File: src/rtl/control_timer.sv
// Keypad front end for the countdown timer: priority-encodes a one-hot keypad into a
// BCD digit with a one-cycle active-low load strobe, and divides clk into pgt_1Hz.
// Optional key debounce filter is enabled by defining CONTROL_TIMER_DEBOUNCE_EN.
module control_timer #(
  parameter int CLK_DIV         = 100,
  parameter int DEBOUNCE_CYCLES = 4
) (
  input  logic       clk,
  input  logic       rst,
  input  logic [9:0] keyboard,
  input  logic       enablen,
  output logic [3:0] d,
  output logic       loadn,
  output logic       pgt_1Hz
);

  localparam logic [3:0] CODE_NONE = 4'hF;
  localparam int DIV_W = (CLK_DIV > 1) ? $clog2(CLK_DIV) : 1;
  localparam logic [DIV_W-1:0] DIV_LAST = DIV_W'(CLK_DIV - 1);
  localparam logic [DIV_W-1:0] DIV_HALF = DIV_W'(CLK_DIV / 2);

  // Illegal configurations are rejected at elaboration.
  if ((CLK_DIV < 2) || ((CLK_DIV % 2) != 0) || (DEBOUNCE_CYCLES < 1)) begin : g_bad_cfg
    $error("control_timer: CLK_DIV must be even and >= 2, DEBOUNCE_CYCLES >= 1");
  end

  // Highest pressed key wins; CODE_NONE when no key is down.
  function automatic logic [3:0] encode_key(input logic [9:0] keys);
    logic [3:0] code;
    code = CODE_NONE;
    for (int i = 0; i < 10; i++) begin
      if (keys[i]) begin
        code = 4'(i);
      end
    end
    return code;
  endfunction

  logic [3:0]       w_raw_code;
  logic [3:0]       w_code;
  logic             w_accept;
  logic [3:0]       r_prev_code;
  logic [3:0]       r_d;
  logic             r_loadn;
  logic [DIV_W-1:0] r_div_cnt;
  logic [DIV_W-1:0] w_div_next;
  logic             r_pgt;

  assign w_raw_code = encode_key(keyboard);

`ifdef CONTROL_TIMER_DEBOUNCE_EN
  localparam int DB_W = $clog2(DEBOUNCE_CYCLES + 1);
  localparam logic [DB_W-1:0] DB_LAST = DB_W'(DEBOUNCE_CYCLES);

  logic [3:0]      r_db_cand;
  logic [3:0]      r_db_filt;
  logic [DB_W-1:0] r_db_cnt;
  logic [DB_W-1:0] w_db_cnt_next;

  // Run length of the current raw code, saturating at the stability window.
  always_comb begin
    w_db_cnt_next = r_db_cnt;
    if (w_raw_code != r_db_cand) begin
      w_db_cnt_next = DB_W'(1);
    end else if (r_db_cnt != DB_LAST) begin
      w_db_cnt_next = r_db_cnt + DB_W'(1);
    end else begin
      w_db_cnt_next = r_db_cnt;
    end
  end

  // Filtered code follows the raw code only once it has been stable for the whole window.
  always_ff @(posedge clk) begin
    if (rst) begin
      r_db_cand <= CODE_NONE;
      r_db_cnt  <= {DB_W{1'b0}};
      r_db_filt <= CODE_NONE;
    end else begin
      r_db_cand <= w_raw_code;
      r_db_cnt  <= w_db_cnt_next;
      if (w_db_cnt_next == DB_LAST) begin
        r_db_filt <= w_raw_code;
      end
    end
  end

  assign w_code = r_db_filt;
`else
  assign w_code = w_raw_code;
`endif

  // A key is accepted only when it is new relative to the last sampled code.
  always_comb begin
    w_accept = 1'b0;
    if (!enablen && (w_code != CODE_NONE) && (w_code != r_prev_code)) begin
      w_accept = 1'b1;
    end else begin
      w_accept = 1'b0;
    end
  end

  // prev_code tracks the code every cycle, so keys held while disabled count as seen.
  always_ff @(posedge clk) begin
    if (rst) begin
      r_prev_code <= CODE_NONE;
      r_d         <= 4'd0;
      r_loadn     <= 1'b1;
    end else begin
      r_prev_code <= w_code;
      if (w_accept) begin
        r_d     <= w_code;
        r_loadn <= 1'b0;
      end else begin
        r_loadn <= 1'b1;
      end
    end
  end

  // Free-running divider count.
  always_comb begin
    w_div_next = r_div_cnt;
    if (r_div_cnt == DIV_LAST) begin
      w_div_next = {DIV_W{1'b0}};
    end else begin
      w_div_next = r_div_cnt + DIV_W'(1);
    end
  end

  // pgt_1Hz is decoded from the next count so it stays aligned with div_cnt.
  always_ff @(posedge clk) begin
    if (rst) begin
      r_div_cnt <= {DIV_W{1'b0}};
      r_pgt     <= 1'b0;
    end else begin
      r_div_cnt <= w_div_next;
      r_pgt     <= (w_div_next >= DIV_HALF);
    end
  end

  assign d       = r_d;
  assign loadn   = r_loadn;
  assign pgt_1Hz = r_pgt;

endmodule

File: config.mk
export PLATFORM = sky130hd
export DESIGN_NAME = control_timer
export DESIGN_NICKNAME = d
export VERILOG_FILES = /design/src/rtl/control_timer.sv
export SDC_FILE = /design/constraint.sdc
export NUM_CORES = 1
export LEC_CHECK = 0
export ABC_AREA = 1
export CELL_PAD_IN_SITES_DETAIL_PLACEMENT = 1
export CELL_PAD_IN_SITES_GLOBAL_PLACEMENT = 1
export CORE_ASPECT_RATIO = 0.7
export CORE_MARGIN = 2
export CORE_UTILIZATION = 37
export CTS_BUF_LIST = sky130_fd_sc_hd__clkbuf_8
export DETAILED_ROUTE_END_ITERATION = 8
export GPL_TIMING_DRIVEN = 0
export HOLD_SLACK_MARGIN = 0.06
export PLACE_DENSITY_LB_ADDON = 0.1
export SYNTH_ARGS = -nofsm -noshare
export SYNTH_HDL_FRONTEND = slang
export SYNTH_SLANG_ARGS = --single-unit
File: constraint.sdc
create_clock -name clk -period 1.8 [get_ports clk]
set_input_delay 0.36 -clock clk [delete_from_list [all_inputs] [get_ports clk]]
set_output_delay 0.36 -clock clk [all_outputs]
set_load 0.05 [all_outputs]
# Yosys cells after proc, flatten, opt, wreduce, memory -nomap -nowiden

Cells that the tools add are included.

Register bits: 17
Input port bits: 13
Output and inout bits: 6
Word-level logic and storage cells: 26

Order comparisons: 1
Add/sub/neg operators: 1
Muxes and demuxes: 13
Equal/unequal tests: 3
Reduce and logical (&&, ||, !) cells: 3

Operators with widths:

| operator              | count |
|---|---|
| $mux W4               | 10 |
| $add A7 B1 Y7 const B | 1 |
| $eq A7 B7 Y1 const B  | 1 |
| $ge A7 B6 Y1 const B  | 1 |
| $mux W7               | 1 |
| $ne A4 B4 Y1          | 1 |
| $ne A4 B4 Y1 const B  | 1 |
| $logic_and A1 B1 Y1   | 2 |
| $mux W1               | 2 |
| $logic_not A1 Y1      | 1 |

# Longest topological paths before layout

Depth after elaboration: 15
Gate-level depth with buffers: 15
Gate-level depth less buffers: 15

# Worst setup path before layout

No wires, ideal clock.

Path kind: flip-flop to flip-flop
From: register r_div_cnt[0]
To: register r_pgt, in the netlist pgt_1Hz
Arrival: 1.260 ns
Clock period less this slack: 1.376 ns
Setup time: 0.116 ns
Required time: 1.684 ns
Stages on the path, launching flop included: 7
Path buffers: 0
Setup slack: 0.424 ns
Cell sequence: dfxtp_1 -> ha_1 -> nand3_1 -> nor3b_1 -> a21oi_1 -> o21a_1 -> a31o_1

Longest elaborated chain between the ends: 3
Elaborated cells between the ends (all ways): 4
Those cells by class: 1 x add/sub; 1 x order compare; 1 x eq/ne; 1 x mux

Ends and longest elaborated chain:

| what                                                 | RTL line | RTL |
|---|---|---|
| start, declared                                      | 45       | `logic [DIV_W-1:0] r_div_cnt;` |
| start signal, assigned                               | 132      | `r_div_cnt <= {DIV_W{1'b0}};` |
| start signal, assigned                               | 135      | `r_div_cnt <= w_div_next;` |
| $add A7 B1 Y7 / $eq A7 B7 Y1 (equally long branches) | 125, 122 |  |
| $mux W7 (*)                                          | 122      | `if (r_div_cnt == DIV_LAST) begin` |
| $ge A7 B6 Y1 (*)                                     | 136      | `r_pgt <= (w_div_next >= DIV_HALF);` |
| end signal, assigned                                 | 136      |  |
| end, declared                                        | 47       | `logic r_pgt;` |

Mark *: on every way between the ends. The rest lies on a longest branch, timed or not.
A chain may end at the register's enable or synchronous reset.

# Worst setup path in the final report

From: register r_d[3], in the netlist d[3]
To: output port d[3]

RTL lines:

| what                   | RTL line | RTL |
|---|---|---|
| start, declared        | 43       | `logic [3:0] r_d;` |
| start signal, assigned | 111      | `r_d <= w_code;` |
| end, declared          | 12       | `output logic [3:0] d,` |

No word-level cell between the ends.

==> run_results.csv <==
group,metric,value,unit
status,status,"finished clean",
setup_path,worst_r2r_path_depth,6,
final_layout,finalNetCount,166,
clock_tree,cts_tree,"done",
global_route,antenna_violations_before_repair,0,
setup_path,rr_startpoint,"r_div_cnt[0]",
setup_path,crit_buf_inv,1,
global_route,via_count_of_the_first_global_routing_pass,848,
detailed_routing,drc_errors,0,
placed_design,place_hpwl,1.730,mm
synth,combinational_family_with_the_most_area_after_synthesis,"simple AND/OR/NAND/NOR gates",
synth,share_of_synthesized_area_spent_on_multiplexers,0,%
global_route,grt_util_all_layers,17.24,%
final_layout,finish.instance_area,0.001262,mm²
final_layout,number_of_antenna_repair_diodes,0,
setup_path,type_of_element_capturing_the_critical_path,"output port",
placed_design,routabilityCongestion,0.7289,
detailed_routing,route.final.wire_length,2.282,mm
detailed_routing,drt-wirelength-per-cell,12.40,µm
power,powerDensity,714.8,mW/mm²
synth,synth_area,917.1,µm²
synth,synth-simple-area-share,39.97,%
clock_tree,cts_htree_levels,1,
synth,synth-xor-area-share,3.820,%
final_layout,drive_above_1_share,20.00,%
clock_tree,post_cts_hold_buffer_count,0,
floorplanning,core.rowCount,15,
synth,synth_edf_count,0,
synth,async_reset_ff_share,0,%
setup_path,largest_delay_contributor_family_on_the_critical_path,"buffers and inverters",
clock_tree,cts.sink_count,17,
sta,tightestPinTransition,0.5049,ns
placed_design,place.detailed.instances,178,
clock_tree,clk_path_buf_depth,2,
placed_design,dpl_cell_area,0.001140,mm²
sta,timing.clock.skew,0.006501,ns
clock_tree,worst_skew_pair.late_latency,0.25,ns
synth,mappedNetlistNets,141,
floorplanning,initial_utilization,38.18,%
sta,achievable-frequency,0.5740,GHz
sta,final_critical_path_setup_slack,0.05785,ns
final_layout,multi_input_comb_area,529.3,µm²
synth,synth_top_cells_by_area,"dfxtp_1, nand2_1, inv_1",
global_route,global_route.overflow_total,0,
synth,yosysMostFrequentCell,"nand2_1",
sta,setup_total_negative_slack,0,ns
run,maxCapViolations,0,
synth,netlist.area_leader.share,37.11,%
synth,synth_unique_cells,25,
sta,rsz0062_at_grt,"no",
worst_hold_path,hold_class,"flop to flop",
synth,netlist_top_cells_count,"nand2_1, dfxtp_1, inv_1",
floorplanning,die_height,45.66,µm
floorplanning,die_area,0.002899,mm²
clock_tree,clkSlewWorstSetupHoldPaths,0.06,ns
detailed_routing,vias_cell,4.587,
setup_path,cp_data_arrival_time,1.38,ns
setup_path,critical_path.max_stage_delay,0.80,ns
worst_hold_path,timing.hold.worst_endpoint,"d[0]",
synth,dominantRegCellSynth,"dfxtp_1",
floorplanning,io-pin-count,19,
sta,finalSetupViolCount,0,
final_layout,regArea,340.3,µm²
setup_path,r2r-end,"pgt_1Hz",
setup_path,critPathMaxFanout,2,
synth,synth_area_leader_cell,"dfxtp_1",
detailed_routing,drt_iter0_drc,24,
setup_path,cpMaxStageDelayCell,"clkdlybuf4s50_1",
power,ir_worst_vdd,463.3,µV
placed_design,pre_cts_slack,-0.2824,ns
setup_path,worst_setup_path_start_kind,"flop",
synth,synth_warnings,0,
detailed_routing,firstDrtPassIters,4,
final_layout,area.growth.synth_to_final,37.65,%
setup_path,crit_path_required_time,1.44,ns
clock_tree,ctsRootBufferMaster,"clkbuf_8",
clock_tree,numCtsBuffers,3,
detailed_routing,num_vias,844,
sta,min_period,1.742,ns
final_layout,instances_no_fill,184,
setup_path,crit_type,"flop to output port",
power,power_leakage,0.6848,nW
synth,synth_compound_gate_area_share,7.640,%
worst_hold_path,worstHoldPathCells,2,
worst_hold_path,hold_path.startpoint,"d[0]",
synth,postSynthCellCount,126,
synth,post_synthesis_adder_cell_area_fraction,2.729,%
final_layout,fillerInstances,318,
sta,timing_max_transition_violations_final,0,
sta,post-route-period-util,96.79,%
placed_design,io_buffer_count,18,
sta,final-hold-violation-count,0,
floorplanning,chipWidth,63.51,µm
setup_path,reg2reg_slack,0.16,ns
detailed_routing,antenna_violating_nets_post_route,0,
global_route,grt_max_degree,11,
sta,relSlewSlack,66.29,%
synth,synth_sequential_area_ratio,37.11,%
global_route,global_route_wire_length_before_repair,3.801,mm
floorplanning,core,0.002402,mm²
synth,synth.avg_cell_area,7.279,µm²
synth,synth-seq-cells,17,
setup_path,cp_cell_sequence,"clkdlybuf4s50_1",
sequential cells by signal (all words and copies together) (netlist names):
register and cells:
pgt_1Hz 1, r_prev_code 4, loadn 1, d 4, r_div_cnt 7
power by group:
part / switching (mW) / internal (mW) / leakage [nW]
sequential: 0.0132 / 0.397 / 0.140
combinational: 0.128 / 0.0842 / 0.518
clock: 0.128 / 0.151 / 0.0269
total: 0.270 / 0.633 / 0.685
worst max-delay path by stage:
stage / startpoint / end / slack, ns / depth (start not counted)
2_1_floorplan: r_div_cnt[0] / pgt_1Hz / 0.42 / 6
4_1_cts: keyboard[7] / d[3] / 0.03 / 12
3_3_place_gp: keyboard[9] / d[2] / -0.19 / 10
3_5_place_dp: keyboard[9] / d[1] / -0.28 / 10
6_report: d[3] / d[3] / 0.06 / 1
5_1_grt: d[0] / d[0] / 0.004 / 1
what timing repair did:
item	in CTS	in global routing
setup buffers	1	1
gates resized for setup	0	21
endpoints found under the setup margin	4	4
pin swaps	1	8
metrics by stage:
stage	hold slack, ns	total power [mW]	utilization [%]
final	0.4758	0.9024	52.55
after global routing	0.5216	0.9538	52.55
after detailed placement	0.4692	0.6214	47.45
after floorplan	0.4267	0.5448	-
after CTS	0.4865	0.9069	49.64
after global placement	0.4518	0.6138	47.45
per-layer routing:
layer	part of all wire (%)	vias to the layer above	GRT usage, %
li1	-	441	-
met1	47	389	20.54
met2	49	12	31.79
met3	3.8	2	5.198
met4	0.18	0	3.043
met5	0	-	0
cells by family (layout without fill, tap and decap cells):
logic type                 Yosys count  in the layout
AOI/OAI and AO/OA                   11             11
xor gates and xnor gates             4              4
adders and majority gates            2              2
buffers and inverters               20             44
DFF                                 17             17
and+or+nand+nor                     72             72
layout make-up:
class / count / share of cell area [%]
clock inverter: 1 / 0.2973
multi-input combinational: 89 / 41.92
inverter: 20 / 6.343
timing repair buffer: 20 / 17.84
tap: 34 / 3.370
sequential: 17 / 26.96
clock buffer: 3 / 3.271
placed cells by master (no fill, tap or decap), types with 4 or more instances in the layout:
master / instances
clkdlybuf4s50_1: 6
dfxtp_1: 17
dlymetal6s2s_1: 12
inv_1: 16
nand2_1: 31
nand2_2: 7
nand3_1: 7
nor2_1: 12
nor2_4: 4
xor2_1: 4
No activity file was read; power rests on OpenSTA's default activity.
